File: config.mk
export PLATFORM = sky130hd
export DESIGN_NAME = delayq_arbiter_flat
export DESIGN_NICKNAME = d
export VERILOG_FILES = /design/src/rtl/delayq_arbiter_if.sv /design/src/rtl/delayq_arbiter.sv /design/src/flat_wrapper.sv
export SDC_FILE = /design/constraint.sdc
export NUM_CORES = 1
export LEC_CHECK = 0
export ABC_AREA = 1
export CORE_MARGIN = 2
export CORE_UTILIZATION = 46
export CTS_CLUSTER_DIAMETER = 40
export CTS_CLUSTER_SIZE = 10
export DETAILED_ROUTE_END_ITERATION = 6
export PLACE_DENSITY = 0.81
export SLEW_MARGIN = 0
export SYNTH_ARGS = -nofsm -noshare
export SYNTH_HDL_FRONTEND = slang
export SYNTH_SLANG_ARGS = --single-unit
export TNS_END_PERCENT = 30
File: constraint.sdc
create_clock -name clk -period 3.2 [get_ports clk]
set_clock_uncertainty 0.05 [all_clocks]
set_input_delay 0.48 -clock clk [delete_from_list [all_inputs] [get_ports clk]]
set_output_delay 0.48 -clock clk [all_outputs]
set_load 0.1 [all_outputs]
File: src/rtl/delayq_arbiter_if.sv
// delayq_arbiter_if: producer lanes, queue strobes and the output
// valid/ready pair in one bundle.
// master: the arbiter. slave: producers, queue and sink.
interface delayq_arbiter_if #(
    parameter int NREQ = 4
) ();
    // producer side
    logic [NREQ-1:0]   req;
    logic [8*NREQ-1:0] req_data;
    logic [NREQ-1:0]   req_last;
    logic [NREQ-1:0]   req_ack;

    // queue side
    logic              q_we;
    logic [7:0]        q_idata;
    logic              q_oready;
    logic              q_re;
    logic [7:0]        q_wdata;

    // sink side
    logic              out_valid;
    logic [7:0]        out_data;
    logic              out_ready;

    modport master (
        input  req, req_data, req_last, q_oready, q_wdata, out_ready,
        output req_ack, q_we, q_idata, q_re, out_valid, out_data
    );

    modport slave (
        output req, req_data, req_last, q_oready, q_wdata, out_ready,
        input  req_ack, q_we, q_idata, q_re, out_valid, out_data
    );
endinterface

File: src/rtl/delayq_arbiter.sv
// delayq_arbiter: shares one byte-wide delay queue between NREQ producers.
// The write side grants one producer at a time, round-robin and locked for
// the whole packet (or until MAX_BURST bytes). The read side tracks which
// queued bytes have settled for SETTLE cycles, pops them and holds each one
// in a valid/ready output register.
// Optional: define DELAYQ_ARB_STATS_EN to add the stat_clr input and the
// stat_bytes / stat_stall counters.
//
//   state | meaning
//   ------+------------------------------------------------------------
//   IDLE  | no owner; pick first requester from rr pointer, no grant yet
//   BURST | owner locked; one byte per cycle when queue has room
module delayq_arbiter #(
    parameter int NREQ      = 4,
    parameter int MAX_BURST = 16,
    parameter int SETTLE    = 9,   // must be >= 2
    parameter int DEPTH     = 10
) (
    input  logic             clk,
    input  logic             rst,
    delayq_arbiter_if.master bus
`ifdef DELAYQ_ARB_STATS_EN
    ,
    input  logic             stat_clr,
    output logic [15:0]      stat_bytes,
    output logic [15:0]      stat_stall
`endif
);

    localparam int IDXW = (NREQ > 1) ? $clog2(NREQ) : 1;
    localparam int OCCW = $clog2(DEPTH + 1);

    typedef enum logic [0:0] {
        IDLE  = 1'b0,
        BURST = 1'b1
    } state_t;

    state_t            state_q, state_d;
    logic [IDXW-1:0]   owner_q, owner_d;
    logic [IDXW-1:0]   rr_q, rr_d;
    logic [7:0]        burst_q, burst_d;
    logic [OCCW-1:0]   occ_q, occ_d;
    logic [OCCW-1:0]   ripe_q, ripe_d;
    logic [SETTLE-1:0] settle_q, settle_d;
    logic              out_valid_q, out_valid_d;
    logic [7:0]        out_data_q, out_data_d;

    logic              pick_found;
    logic [IDXW-1:0]   pick_idx;
    logic              owner_req;
    logic              owner_last;
    logic [7:0]        owner_data;
    logic              room;
    logic              accept;
    logic              settle_exit;
    logic              pop;
    logic [IDXW-1:0]   owner_next;

    // Round-robin scan: lowest offset from rr pointer with req set wins.
    always_comb begin
        pick_found = 1'b0;
        pick_idx   = '0;
        for (int k = NREQ - 1; k >= 0; k--) begin
            if (bus.req[IDXW'((int'(rr_q) + k) % NREQ)]) begin
                pick_found = 1'b1;
                pick_idx   = IDXW'((int'(rr_q) + k) % NREQ);
            end
        end
    end

    // Owner lane select: request, last flag and data byte.
    always_comb begin
        owner_req  = 1'b0;
        owner_last = 1'b0;
        owner_data = 8'h00;
        for (int i = 0; i < NREQ; i++) begin
            if (owner_q == IDXW'(i)) begin
                owner_req  = bus.req[i];
                owner_last = bus.req_last[i];
                owner_data = bus.req_data[8*i +: 8];
            end
        end
    end

    assign room       = (occ_q < OCCW'(DEPTH));
    assign owner_next = (owner_q == IDXW'(NREQ - 1)) ? '0 : owner_q + IDXW'(1);

    // Arbitration FSM: next state, owner, rr pointer, burst count, accept.
    always_comb begin
        state_d = state_q;
        owner_d = owner_q;
        rr_d    = rr_q;
        burst_d = burst_q;
        accept  = 1'b0;
        case (state_q)
            IDLE: begin
                if (pick_found) begin
                    owner_d = pick_idx;
                    burst_d = '0;
                    state_d = BURST;
                end
            end
            BURST: begin
                // a dropped req without last simply waits here, grant held
                accept = owner_req & bus.q_oready & room;
                if (accept) begin
                    burst_d = burst_q + 8'd1;
                    if (owner_last || (burst_q + 8'd1 == 8'(MAX_BURST))) begin
                        state_d = IDLE;
                        rr_d    = owner_next;
                    end
                end
            end
            default: state_d = IDLE;
        endcase
    end

    // Write-side strobes toward producers and queue.
    always_comb begin
        bus.req_ack = '0;
        for (int i = 0; i < NREQ; i++) begin
            bus.req_ack[i] = accept & (owner_q == IDXW'(i));
        end
        bus.q_we    = accept;
        bus.q_idata = accept ? owner_data : 8'h00;
    end

    // Read side: the pulse leaving the settle pipe is usable in the same
    // cycle so a byte written at t is popped at exactly t+SETTLE.
    always_comb begin
        settle_exit = settle_q[SETTLE-1];
        pop         = ((ripe_q != '0) | settle_exit) & (~out_valid_q | bus.out_ready);
        settle_d    = {settle_q[SETTLE-2:0], accept};

        occ_d = occ_q;
        case ({accept, pop})
            2'b10:   occ_d = occ_q + OCCW'(1);
            2'b01:   occ_d = occ_q - OCCW'(1);
            default: occ_d = occ_q;
        endcase

        ripe_d = ripe_q;
        case ({settle_exit, pop})
            2'b10:   ripe_d = ripe_q + OCCW'(1);
            2'b01:   ripe_d = ripe_q - OCCW'(1);
            default: ripe_d = ripe_q;
        endcase

        out_valid_d = out_valid_q;
        out_data_d  = out_data_q;
        if (pop) begin
            out_valid_d = 1'b1;
            out_data_d  = bus.q_wdata;
        end else if (out_valid_q && bus.out_ready) begin
            out_valid_d = 1'b0;
        end
    end

    assign bus.q_re      = pop;
    assign bus.out_valid = out_valid_q;
    assign bus.out_data  = out_data_q;

    // Arbitration registers.
    always_ff @(posedge clk or negedge rst) begin
        if (!rst) begin
            state_q <= IDLE;
            owner_q <= '0;
            rr_q    <= '0;
            burst_q <= '0;
        end else begin
            state_q <= state_d;
            owner_q <= owner_d;
            rr_q    <= rr_d;
            burst_q <= burst_d;
        end
    end

    // Queue bookkeeping: occupancy, settle pipe and ripe count.
    always_ff @(posedge clk or negedge rst) begin
        if (!rst) begin
            occ_q    <= '0;
            ripe_q   <= '0;
            settle_q <= '0;
        end else begin
            occ_q    <= occ_d;
            ripe_q   <= ripe_d;
            settle_q <= settle_d;
        end
    end

    // Output register toward the sink.
    always_ff @(posedge clk or negedge rst) begin
        if (!rst) begin
            out_valid_q <= 1'b0;
            out_data_q  <= 8'h00;
        end else begin
            out_valid_q <= out_valid_d;
            out_data_q  <= out_data_d;
        end
    end

`ifdef DELAYQ_ARB_STATS_EN
    logic [15:0] stat_bytes_q, stat_bytes_d;
    logic [15:0] stat_stall_q, stat_stall_d;
    logic        stall;

    // Counter next values; clear wins over increment, stall saturates.
    always_comb begin
        stall        = (state_q == BURST) & owner_req & ~accept;
        stat_bytes_d = stat_bytes_q;
        stat_stall_d = stat_stall_q;
        if (stat_clr) begin
            stat_bytes_d = '0;
            stat_stall_d = '0;
        end else begin
            if (pop) begin
                stat_bytes_d = stat_bytes_q + 16'd1;
            end
            if (stall && (stat_stall_q != 16'hFFFF)) begin
                stat_stall_d = stat_stall_q + 16'd1;
            end
        end
    end

    // Statistics registers.
    always_ff @(posedge clk or negedge rst) begin
        if (!rst) begin
            stat_bytes_q <= '0;
            stat_stall_q <= '0;
        end else begin
            stat_bytes_q <= stat_bytes_d;
            stat_stall_q <= stat_stall_d;
        end
    end

    assign stat_bytes = stat_bytes_q;
    assign stat_stall = stat_stall_q;
`endif

endmodule

File: src/flat_wrapper.sv
// flat-port wrapper written by rule: the top's interface ports become plain ports
module delayq_arbiter_flat 
#(
    parameter int NREQ      = 4,
    parameter int MAX_BURST = 16,
    parameter int SETTLE    = 9,                  
    parameter int DEPTH     = 10
)
  (clk, rst, bus_req, bus_req_data, bus_req_last, bus_q_oready, bus_q_wdata, bus_out_ready, bus_req_ack, bus_q_we, bus_q_idata, bus_q_re, bus_out_valid, bus_out_data);
  delayq_arbiter_if #(.NREQ(NREQ)) bus_i ();
  input  logic clk;
  input  logic rst;
  input wire logic [$bits(bus_i.req)-1:0] bus_req;
  input wire logic [$bits(bus_i.req_data)-1:0] bus_req_data;
  input wire logic [$bits(bus_i.req_last)-1:0] bus_req_last;
  input wire logic [$bits(bus_i.q_oready)-1:0] bus_q_oready;
  input wire logic [$bits(bus_i.q_wdata)-1:0] bus_q_wdata;
  input wire logic [$bits(bus_i.out_ready)-1:0] bus_out_ready;
  output wire logic [$bits(bus_i.req_ack)-1:0] bus_req_ack;
  output wire logic [$bits(bus_i.q_we)-1:0] bus_q_we;
  output wire logic [$bits(bus_i.q_idata)-1:0] bus_q_idata;
  output wire logic [$bits(bus_i.q_re)-1:0] bus_q_re;
  output wire logic [$bits(bus_i.out_valid)-1:0] bus_out_valid;
  output wire logic [$bits(bus_i.out_data)-1:0] bus_out_data;
  assign bus_i.req = bus_req;
  assign bus_i.req_data = bus_req_data;
  assign bus_i.req_last = bus_req_last;
  assign bus_i.q_oready = bus_q_oready;
  assign bus_i.q_wdata = bus_q_wdata;
  assign bus_i.out_ready = bus_out_ready;
  assign bus_req_ack = bus_i.req_ack;
  assign bus_q_we = bus_i.q_we;
  assign bus_q_idata = bus_i.q_idata;
  assign bus_q_re = bus_i.q_re;
  assign bus_out_valid = bus_i.out_valid;
  assign bus_out_data = bus_i.out_data;
  delayq_arbiter #(.NREQ(NREQ), .MAX_BURST(MAX_BURST), .SETTLE(SETTLE), .DEPTH(DEPTH)) u_core (.clk(clk), .rst(rst), .bus(bus_i));
endmodule
Word level (Yosys, flattened, before mapping)
Cells that the tools add are included.
{ "totals": {"reg_bits": 39, "word_cells": 100, "inputBits": 52, "out_inout_bits": 23} }
{ "op_classes": {"n_mux": 46, "order_cmp": 5, "add_sub_neg": 9, "reduce_logical": 10, "n_eq_ne": 10, "bitwise_logic": 11} }
{ "ops": {"columns": ["cell", "n"], "rows": [
  ["$mux W8", 7],
  ["$mux W1", 26],
  ["$lt A2 B4 Y1 const B", 4],
  ["$pmux W4 S2", 2],
  ["$pmux W8 S2", 1],
  ["$mux W2", 5],
  ["$add A4 B1 Y4 const B", 2],
  ["$add A8 B1 Y8 const B", 1],
  ["$bmux W1 S2", 4],
  ["$eq A2 B2 Y1 const B", 4],
  ["$eq A8 B5 Y1 const B", 1],
  ["$sub A4 B1 Y4 const B", 2],
  ["$and A1 B1 Y1", 7],
  ["$eq A2 B1 Y1 const B", 3],
  ["$reduce_bool A2 Y1", 3],
  ["$add A2 B1 Y2 const B", 2],
  ["$add A2 B2 Y2 const B", 2],
  ["$lt A4 B4 Y1 const B", 1],
  ["$reduce_and A2 Y1", 2],
  ["$reduce_bool A4 Y1", 1],
  ["$reduce_and A3 Y1", 1],
  ["$logic_not A2 Y1", 1],
  ["$ne A2 B1 Y1 const B", 1],
  ["$ne A2 B2 Y1 const B", 1],
  ["5 further kinds", 7]
]} }

Longest topological paths before layout
Gate-level depths: netlist (run 1).
{ "logic_depth": {"ltp_word": 10, "depth_mapped": 19, "depth_no_buf": 18} }

Worst setup path after synthesis (run 1)
Ideal clock, no wire load.
{ "synth_path": {"path_type": "register -> output", "start": "register u_core.owner_q[0]", "end": "output bus_q_idata[0]", "arrival_time_ns": 3.358, "setup_slack_ns": -0.688, "stages_incl_launch_ff": 11, "t_required_ns": 2.670, "cell_sequence": "dfrtp_1 ha_1 nor2_4 nand2_2 o21ai_2 nand2_1 nand2_2 nand3_4 nor2_1 nand2_1 nand2_1"} }
{ "synth_via": {"elab_chain_cells": 9} }
{ "synth_lines": {"columns": ["element", "line_no", "text"], "rows": [
  ["from (decl)", "delayq_arbiter.sv:39", "logic [IDXW-1:0] owner_q, owner_d;"],
  ["from (signal assigned)", "delayq_arbiter.sv:172", "owner_q <= owner_d;"],
  ["$logic_not A2 Y1", "delayq_arbiter.sv:77", "if (owner_q == IDXW'(i)) begin"],
  ["$mux W1 (4 in series)", "delayq_arbiter.sv:77", null],
  ["$and A1 B1 Y1 (2 in series)", "delayq_arbiter.sv:105", "accept = owner_req & bus.q_oready & room;"],
  ["$mux W1", "delayq_arbiter.sv:95", "case (state_q)"],
  ["$mux W8 (*)", "delayq_arbiter.sv:125", "bus.q_idata = accept ? owner_data : 8'h00;"],
  ["to (decl)", "flat_wrapper.sv:21", "output wire logic [$bits(bus_i.q_idata)-1:0] bus_q_idata;"]
]} }
Every way passes the cells marked *; elsewhere a longest branch is shown, timed or not.

Final worst setup path (run 1)
Ends and elaborated chain as after synthesis.

==> results of run 1 <==
## metal layers
layer,vias to the layer above,part of all wire (%),global-route usage [%]
li1,1125,-,-
met1,1038,43,27.5
met2,41,51,36.5
met3,7,4.2,3.88
met4,0,1.1,6.15
met5,-,0,0
## final cells by class
class,instances,area share [%]
inverter,31,3.65
clock inverter,3,0.715
sequential,39,29.4
multi-input combinational,225,35.7
timing repair buffer,77,26.0
clock buffer,5,2.07
tap,67,2.52
## kinds of logic after synthesis
family                     Yosys count
buffers and inverters               37
AOI/OAI and AO/OA                   46
adders and majority gates           12
DFF                                 39
and+or+nand+nor                    156
xor gates and xnor gates            10
muxes                                1
## placed cells by master (no fill, tap or decap), types with 2 or more instances in the layout
cell	count
nand2_1	101
inv_1	26
a21oi_1	12
clkinvlp_4	3
nor2_1	26
buf_12	13
nand2_2	2
nand3_1	19
clkdlybuf4s50_1	50
clkbuf_8	5
nand4_1	2
xor2_1	5
xnor2_1	5
a221o_1	2
dfrtp_1	39
o21ai_0	18
o211ai_1	5
a22oi_1	6
ha_1	10
buf_4	13
inv_2	2
## how the worst max path moves through the flow
stage | depth (start not counted) | to | start | slack [ps]
after floorplan | 9 | bus_q_idata[1] | u_core.owner_q[0] | -210
after global placement | 13 | u_core.occ_q[1] | u_core.owner_q[0] | 440
after detailed placement | 14 | u_core.ripe_q[3] | bus_out_ready | 360
after CTS | 12 | bus_q_idata[0] | u_core.owner_q[1] | 80
after global routing | 10 | bus_q_idata[0] | u_core.owner_q[0] | 50
final | 10 | bus_q_idata[0] | u_core.owner_q[0] | 250
## state kept, by name (all words and copies together) (netlist names)
name / count
u_core.settle_q: 9
u_core.burst_q: 8
u_core.bus.out_data: 8
u_core.occ_q: 4
u_core.ripe_q: 4
u_core.owner_q: 2
u_core.rr_q: 2
u_core.bus.out_valid: 1
u_core.state_q: 1
## report_power, final
group / internal [mW] / switching, mW
logic: 0.734 / 1.45
registers: 0.693 / 0.155
clock network: 0.156 / 0.185
## stage by stage
step                power (mW)  std cells  TNS (ps)  hold slack [ps]  worst slack (ps)
detailed placement        3.01        437         0              285               359
global placement          2.96        437         0              285               438
global route              3.65        447         0              302              52.4
CTS                       3.36        445         0              257              76.5
floorplan                 2.46        301     -1420              134              -211
finish                    3.37        447         0              218               253
## synthesized netlist by cell type, drive strengths merged
cell type	instances	area [um^2]
a21oi	12	60.1
a221o	2	20.0
a22oi	6	45.0
a31oi	1	6.26
buf	5	40.0
clkbuf	1	3.75
clkinv	2	7.51
dfrtp	39	976
fa	1	20.0
ha	11	138
inv	29	109
mux2	1	11.3
nand2	103	392
nand3	21	123
nand4	2	12.5
nor2	28	113
nor3	1	5.00
o211ai	5	37.5
o21ai	19	98.9
o31ai	1	7.51
or2	1	6.26
xnor2	5	43.8
xor2	5	43.8
## repair_timing
item,4_1_cts,5_1_grt
endpoints found under the setup margin,0,8
hold buffers,0,0
setup buffers,0,2
resized for setup,0,2
## worst max-delay path: cells and delay by family, from the launching register on
family                   cells  cell delay, ps
adder cells (fa/ha/maj)      1             300
flip-flops                   1             430
AND/OR/NAND/NOR              6             870
buffers and inverters        3             520
==> impl_results.md, run 1 <==
* Synth Area in Compound Gates at 11.9%
* Area of the multi-input gates at 0.00119 mm^2
* Final setup vio count at 0
* Row count at 25
* Post-synthesis cell area at 0.00232 mm^2
* Yosys cell types at 31
* Max-cap viol count at 0
* Drt wl/cell at 12.7 um
* CP max-delay cell: dfrtp_1
* Critical Path Source Type: flip-flop
* Clock Tree Buf Depth at 2
* DP Wirelength at 4.42 mm
* Net count, final at 443
* Initial antenna violation count at 0
* Kind of critical path: flip-flop to output port
* Critical path data arrival time at 2420 ps
* Full die area at 0.00562 mm^2
* Vias in the first global route at 2,144
* First drt pass iteration count at 5
* Worst-path fanout max at 19
* Largest family of logic cells by synthesized area: simple AND/OR/NAND/NOR gates
* Flops & latches, synth at 39
* Initial core utilization at 48.4%
* Critical Path Max Stage Delay at 430 ps
* WP data required at 2670 ps
* Crit-path most repeated cell: nand2_1
* Avg Inst Size Synth at 7.70 um^2
* Seq/Total Area, Yosys at 42.1%
* Hold WC Path Type: input port to async pin
* Status: completed
* Post-synthesis mux area share at 0.486%
* Storage cell area at 976 um^2
* Fill cells at 389
* Final period util at 92.1%
* Reg2Reg Depth at 14
* Power Density at 1010 mW/mm^2
* Post-route ant nets at 0
* Worst slew pin tran at 822 ps
* Post-Synth Adder-Cell Area at 6.80%
* Antenna cells at 0
* RSZ-0062 raised after global routing: no
* Die W at 75.0 um
* CP endpoint kind: output port
* Fin util at 69.5%
* DRC viols at 0
* Gr ovfl total at 0
* Clock-pin transition on the worst setup and hold timing paths at 80 ps
* Leakage at 1.57 nW
* Area growth syn-to-layout at 43.4%
* Pins Over Slew Limit at 0
* CTS Sinks at 39
* Slew margin rel. at 45.2%
* Clock buffer count from CTS at 5
* Post-Syn Nets at 365
* Simple-gate share of the synthesized area at 28.1%
* CTS Root Cell: clkbuf_8
* Final min period at 2950 ps
* CTS tree: yes
* Finished Cell Area at 0.00332 mm^2
* Share of cells above drive strength 1 at 12.9%
* Worst reg-to-reg setup slack at 420 ps
* Placeable Area at 0.00479 mm^2
* Total global-route track usage at 21.3%
* Vias per std cell at 4.95
* Post-Synth XOR/XNOR Area at 3.78%
* Reg-to-Reg Start: u_core.owner_q[0]
* PortBufs at 74
* Die span in y at 75.0 um
* Final RePlAce weighted congestion at 0.827
* Synth Warn # at 0
* WL final at 5.69 mm
* Largest net degree at the start of global routing at 40
* Worst ir drop on vdd at 0.699 mV
* H-tree depth at 2
* Critical path, cell by cell: inv_1 > ha_1 > clkinvlp_4 > nand2_1 > nand2_2 > nand3_4 > nor2_2 > nand2_1 > nand2_1 > buf_12
* Top-Level Pins at 75
* Via count at 2,211
* Placed Instance Area at 0.00321 mm^2
* Hold Vio Cnt, Final at 0
* Mapped Cells at 301
* Global-route wire length before repair at 9.24 mm
* Worst-skew pair later-pin latency at 300 ps
* DR iter-0 viols at 138
* Reg-to-reg endpoint: u_core.occ_q[2]
* Upper clock frequency limit at 339 MHz
No activity file was read; power rests on OpenSTA's default activity.
==> run 2, diff against run 1 <==
Settings changed: RECOVER_POWER set to 50.
==> run 2 against run 1 <==
Net effect:
- the flow now finishes with violations (max-capacitance violations, max-slew violations)
- fmax is 0.14% lower
- hold slack better by 77 ps
- combinational power about the same
- first-iteration DRC count stayed put
- worst setup slack worse by 4.2 ps
- global-route usage unchanged
- sequential power is essentially flat
- total power down 0.28%
- critical path type unchanged
- critical endpoint unchanged
- largest power group unchanged
- highest routed layer unchanged
==> impl_results.md, run 2 (synthesized netlist as in run 1, its figures left out) <==
* CP top delay family: simple AND/OR/NAND/NOR gates
* Critical path buffers and inverters at 3
* Crit-path most repeated cell: nand2_1
* Metal2 WL at 2.91 mm
* Net count, final at 443
* Worst-skew pair later-pin latency at 300 ps
* Hold WC Path Type: flip-flop to flip-flop
* Critical path, cell by cell: inv_1 > ha_1 > clkinvlp_4 > nand2_1 > nand2_2 > nand3_4 > nor2_2 > nand2_1 > nand2_1 > buf_12
* Critical Path Source Type: flip-flop
* Clock buffer count from CTS at 5
* Initial core utilization at 48.4%
* Cell-internal power at 1.57 mW
* Critical path data arrival time at 2420 ps
* Total global-route track usage at 21.3%
* Worst reg-to-reg setup slack at 420 ps
* Layout Cells excl Fill at 447
* DRC viols at 0
* Worst slew pin tran at 1970 ps
* Worst hold stages at 0
* RSZ-0062 raised after global routing: no
* Logic pwr share at 64.6%
* Upper clock frequency limit at 339 MHz
* Reg-to-reg endpoint: u_core.occ_q[2]
* Clock Tree Buf Depth at 2
* Top-Level Pins at 75
* # hold bufs at CTS at 0
* Most flops, register: u_core.settle_q
* Reg2Reg Depth at 14
* WL final at 5.69 mm
* Slew margin rel. at -31.5%
* Final RePlAce weighted congestion at 0.827
* Share of cells above drive strength 1 at 12.1%
* Antenna cells at 0
* CP endpoint kind: output port
* CTS Root Cell: clkbuf_8
* CTS Sinks at 39
* Largest net degree at the start of global routing at 40
* Final min period at 2950 ps
* Net Sw Power at 1.79 mW
* Status: complete, but fails checks
* CP max-delay cell: dfrtp_1
* Hold Vio Cnt, Final at 0
* DP Wirelength at 4.42 mm
* Clock power share at 10.1%
* Final setup vio count at 0
* Initial antenna violation count at 0
* Met3 WL post-DR at 257 um
* Die W at 75.0 um
* Area growth syn-to-layout at 43.0%
* First drt pass iteration count at 4
* Finished Cell Area at 0.00332 mm^2
* Via count at 2,219
* Leakage at 1.56 nW
* H-tree depth at 2
* CTS tree: yes
* Placeable Area at 0.00479 mm^2
* Pins Over Slew Limit at 40
* Most frequent cells in the layout: nand2_1 (101), clkdlybuf4s50_1 (50), dfrtp_1 (39)
* Reg-to-Reg Start: u_core.owner_q[0]
* Placed insts at 437
* Row count at 25
* Fill cells at 393
* Vias in the first global route at 2,144
* Global-route wire length before repair at 9.24 mm
* Full die area at 0.00562 mm^2
* Fin util at 69.3%
* Most common cell after layout, fill and taps aside: nand2_1
* Clock-pin transition on the worst setup and hold timing paths at 80 ps
* Gr ovfl total at 0
* M1 wire length at 2.45 mm
* Placed Instance Area at 0.00321 mm^2
* Largest register FFs at 9
* DR iter-0 viols at 138
* Worst-path fanout max at 19
* Final period util at 92.2%
* Kind of critical path: flip-flop to output port
* PortBufs at 74
* Sw Share at 53.2%
* Post-route ant nets at 0
* DR top layer: met4
* Die span in y at 75.0 um
* Hold_sp: u_core.settle_q[4]
* Critical Path Max Stage Delay at 430 ps
* Sequential power share at 25.2%
* Hold path endpoint: u_core.settle_q[5]
* Worst ir drop on vdd at 0.698 mV
* Max-cap viol count at 1
* Power Density at 1010 mW/mm^2
* WP data required at 2670 ps
* Failing checks: max-capacitance violations, max-slew violations
* Vias per std cell at 4.96
* Drt wl/cell at 12.7 um
-- run 2: changes by cell type in the layout (fill, tap and decap cells not counted) --
| cell | before | now |
|---|---|---|
| buf_2 | 1 | 0 |
| clkbuf_1 | 0 | 3 |
| buf_4 | 13 | 11 |
-- run 2: timing repair --
item	CTS	global route
resized for setup	0	2
endpoints found under the hold margin	0	0
setup buffers	0	2
endpoints found under the setup margin	0	8
-- run 2: how the worst max path moves through the flow --
stage                           start          endpoint  slack (ps)  depth (start not counted)
global route        u_core.owner_q[0]    bus_q_idata[0]          50                         10
global placement    u_core.owner_q[0]   u_core.occ_q[1]         440                         13
detailed placement      bus_out_ready  u_core.ripe_q[3]         360                         14
finish              u_core.owner_q[0]    bus_q_idata[0]         250                         10
CTS                 u_core.owner_q[1]    bus_q_idata[0]          80                         12
floorplan           u_core.owner_q[0]    bus_q_idata[1]        -210                          9
-- run 2: layer usage --
| metal | GRT usage (%) | up-vias |
|---|---|---|
| li1 | - | 1125 |
| met1 | 27.5 | 1039 |
| met2 | 36.5 | 48 |
| met3 | 3.88 | 7 |
| met4 | 6.15 | 0 |
| met5 | 0 | - |
-- run 2: power by group through the flow --
stage	combinational, mW	sequential [mW]	clock (mW)
floorplan	1.32	1.14	0
global placement	2.11	0.849	0
detailed placement	2.15	0.856	0
CTS	2.16	0.848	0.350
global route	2.39	0.877	0.374
finish	2.17	0.848	0.341
-- run 2: layout make-up --
type                    instances  area, um^2  area share, %
repair buffers                 77         855           25.8
flip-flops and latches         39         976           29.4
inverters                      31         121           3.66
clock buffers                   5        68.8           2.08
well taps                      67        83.8           2.53
clock inverters                 3        23.8          0.717
multi-input cells             225        1190           35.8
-- run 2: through the flow --
stage / hold WS (ps) / power, mW / setup slack (ps) / TNS [ps]
5_1_grt: 307 / 3.64 / 52.4 / 0
3_5_place_dp: 285 / 3.01 / 359 / 0
6_report: 294 / 3.36 / 249 / 0
2_1_floorplan: 134 / 2.46 / -211 / -1420
4_1_cts: 257 / 3.36 / 76.5 / 0
3_3_place_gp: 285 / 2.96 / 438 / 0
==> run 3, diff against run 2 <==
Settings changed: ABC_AREA 1 to not set, CORE_UTILIZATION 46 to 48, CTS_BUF_LIST set to sky130_fd_sc_hd__clkbuf_4, PLACE_DENSITY 0.81 to 0.84.
==> run 3 against run 2 <==
Net effect:
- the run still ends with max-capacitance violations, max-slew violations left
- die area is 3.9% lower
- worst setup slack got worse by 48 ps
- clock-buffer cell count up 1
- register-to-register slack better by 20 ps
- sequential share of layout area is 0.19 points higher
- flip-flop and latch count stayed put
- critical endpoint is now bus_req_ack[1]
- largest power group unchanged
==> impl_results.md, run 3 <==
* Status: complete, but fails checks
* Failing checks: max-capacitance violations, max-slew violations
* DRC viols at 0
* Most frequent cells in the layout: clkdlybuf4s50_1 (52), dfrtp_1 (39), nand2_1 (33)
* Net count, final at 396
* Synth area leaders: dfrtp_1 (42%), ha_1 (5.9%), nand2_1 (5.3%)
* Kind of critical path: flip-flop to output port
* Seq/Total Area, Yosys at 42.0%
* Initial antenna violation count at 0
* Setup crit end: bus_req_ack[1]
* Initial core utilization at 49.5%
* Layout Cells excl Fill at 387
* Critical path, cell by cell: inv_1 > ha_1 > and3b_1 > a2111oi_2 > or2_1 > clkinvlp_4 > and2_1 > buf_12
* Asr flop ratio synth at 100%
* Critical Path Stages at 8
* CP top delay family: simple AND/OR/NAND/NOR gates
* CTS Root Cell: clkbuf_4
* Setup_tns at 0 ps
* CP startpoint: u_core.owner_q[1]
* WL final at 5.41 mm
* Reg-to-reg endpoint: u_core.occ_q[3]
* Die W at 73.5 um
* Final RePlAce weighted congestion at 0.831
* Final min period at 3000 ps
* Critical path data arrival time at 2470 ps
* Fill cells at 374
* Largest net degree at the start of global routing at 40
* Clock Tree Buf Depth at 2
* Placed insts at 376
* Largest register FFs at 9
* Yosys cell types at 51
* CP endpoint kind: output port
* Mapped Cells at 252
* Pins Over Slew Limit at 40
* Clock buffer count from CTS at 5
* Post-Syn Nets at 316
* Via count at 2,070
* Synth Warn # at 0
* Final period util at 93.7%
* Worst ir drop on vdd at 0.690 mV
* Placeable Area at 0.00469 mm^2
* Most common cell after layout, fill and taps aside: clkdlybuf4s50_1
* Most flops, register: u_core.settle_q
* Top-Level Pins at 75
* DP Wirelength at 4.15 mm
* Gr ovfl total at 0
* Hold Vio Cnt, Final at 0
* First drt pass iteration count at 4
* Full die area at 0.00541 mm^2
* PortBufs at 74
* Post-route ant nets at 0
* Clock-pin transition on the worst setup and hold timing paths at 110 ps
* Upper clock frequency limit at 333 MHz
* Worst-path fanout max at 11
* Share of cells above drive strength 1 at 13.2%
* Worst reg-to-reg setup slack at 440 ps
* WP data required at 2670 ps
* Post-synth top area share at 42.0%
* Synth area leader: dfrtp_1
* Area growth syn-to-layout at 41.9%
* Global-route wire length before repair at 8.51 mm
* Reg2Reg Depth at 12
* Leakage at 1.45 nW
* Predominant post-synthesis flop cell: dfrtp_1
* # hold bufs at CTS at 0
* Row count at 25
* Most frequent cells after synthesis: dfrtp_1 (39), nand2_1 (33), nor2b_1 (19)
* Worst-skew pair later-pin latency at 360 ps
* Storage cell area at 976 um^2
* DR iter-0 viols at 124
* Post-synthesis cell area at 0.00232 mm^2
* Slew margin rel. at -31.3%
* Vias per std cell at 5.35
* Vias in the first global route at 1,863
* Power Density at 966 mW/mm^2
* Area of the multi-input gates at 0.00123 mm^2
* Max-cap viol count at 1
* Antenna cells at 0
* Reg-to-Reg Start: u_core.owner_q[0]
* Hold WC Path Type: flip-flop to flip-flop
* Critical Path Max Stage Delay at 430 ps
* Total global-route track usage at 20.4%
* H-tree depth at 2
* Critical path buffers and inverters at 3
* Avg Inst Size Synth at 9.21 um^2
* Die span in y at 73.5 um
* Final setup vio count at 0
* Worst slew pin tran at 1970 ps
* Drt wl/cell at 14.0 um
* Post-synth EDFFs at 0
* Flops & latches, synth at 39
* Critical Path Source Type: flip-flop
* Most common cell in the netlist: dfrtp_1
* CTS tree: yes
* CP max-delay cell: dfrtp_1
* CTS Sinks at 39
==> run 3: kinds of logic after synthesis <==
logic type / after synthesis / synth area share [%]
buffers and inverters: 23 / 4.85
AO/OA/AOI/OAI: 56 / 16.3
AND/OR/NAND/NOR: 109 / 24.7
XOR/XNOR: 9 / 3.40
multiplexers: 4 / 1.89
flip-flops: 39 / 42.0
adder cells (fa/ha/maj): 12 / 6.79
==> run 3: metal layers <==
metal / share of wire, % / wire length, um / global-route usage [%]
met1: 44 / 2360 / 27.6
met2: 50 / 2710 / 33.1
met3: 5.5 / 300 / 5.90
met4: 0.72 / 39 / 3.64
met5: 0 / 0 / 0
==> run 3: layout make-up <==
cell class / count / share of cell area [%]
clock buffers: 6 / 1.37
clock inverters: 2 / 0.380
inverters: 12 / 1.48
multi-input cells: 190 / 37.4
flip-flops and latches: 39 / 29.6
well taps: 54 / 2.05
repair buffers: 84 / 27.7
==> run 3: worst min path at each step <==
stage / start / end / slack (ps) / depth (start not counted)
after global placement: u_core.settle_q[3] / u_core.settle_q[4] / 280 / 0
after floorplan: rst / u_core.burst_q[0] / 130 / 0
after global routing: u_core.settle_q[0] / u_core.settle_q[1] / 310 / 0
after detailed placement: u_core.settle_q[4] / u_core.settle_q[5] / 290 / 0
after CTS: rst / u_core.bus.out_data[0] / 170 / 1
final: u_core.settle_q[5] / u_core.settle_q[6] / 310 / 0
==> run 3: worst reg2reg max path, cell delays in order, from the launching register on <==
cell	delay, ps
dfrtp_1	450
inv_1	90
ha_1	240
or3b_1	170
nand4b_1	110
or2_1	300
buf_4	210
ha_1	230
nor4bb_1	340
a21oi_1	70
o22a_1	200
nor2_1	110
xor2_1	140
==> run 3: timing repair <==
action                                  4_1_cts  5_1_grt
gates resized for setup                       0        1
hold endpoints to repair                      0        0
buffers inserted                              0        3
endpoints found under the setup margin        0        4
==> run 3: where the power goes <==
group	switching, mW	leakage (nW)	internal [mW]
combinational	1.31	0.937	0.773
sequential	0.157	0.484	0.682
clock	0.164	0.0333	0.0936
total	1.63	1.45	1.55
==> run 3: per-stage QoR <==
stage          util, %  hold slack (ps)  total power [mW]  setup WS [ps]  cell area [um^2]
2_1_floorplan        -              134              2.35          -66.5              2320
3_3_place_gp      68.6              283              2.86            364              3220
3_5_place_dp      68.6              287              2.93            233              3220
4_1_cts           69.8              174              3.19            139              3280
5_1_grt           70.2              311              3.42          -4.50              3290
6_report          70.2              308              3.18            201              3290
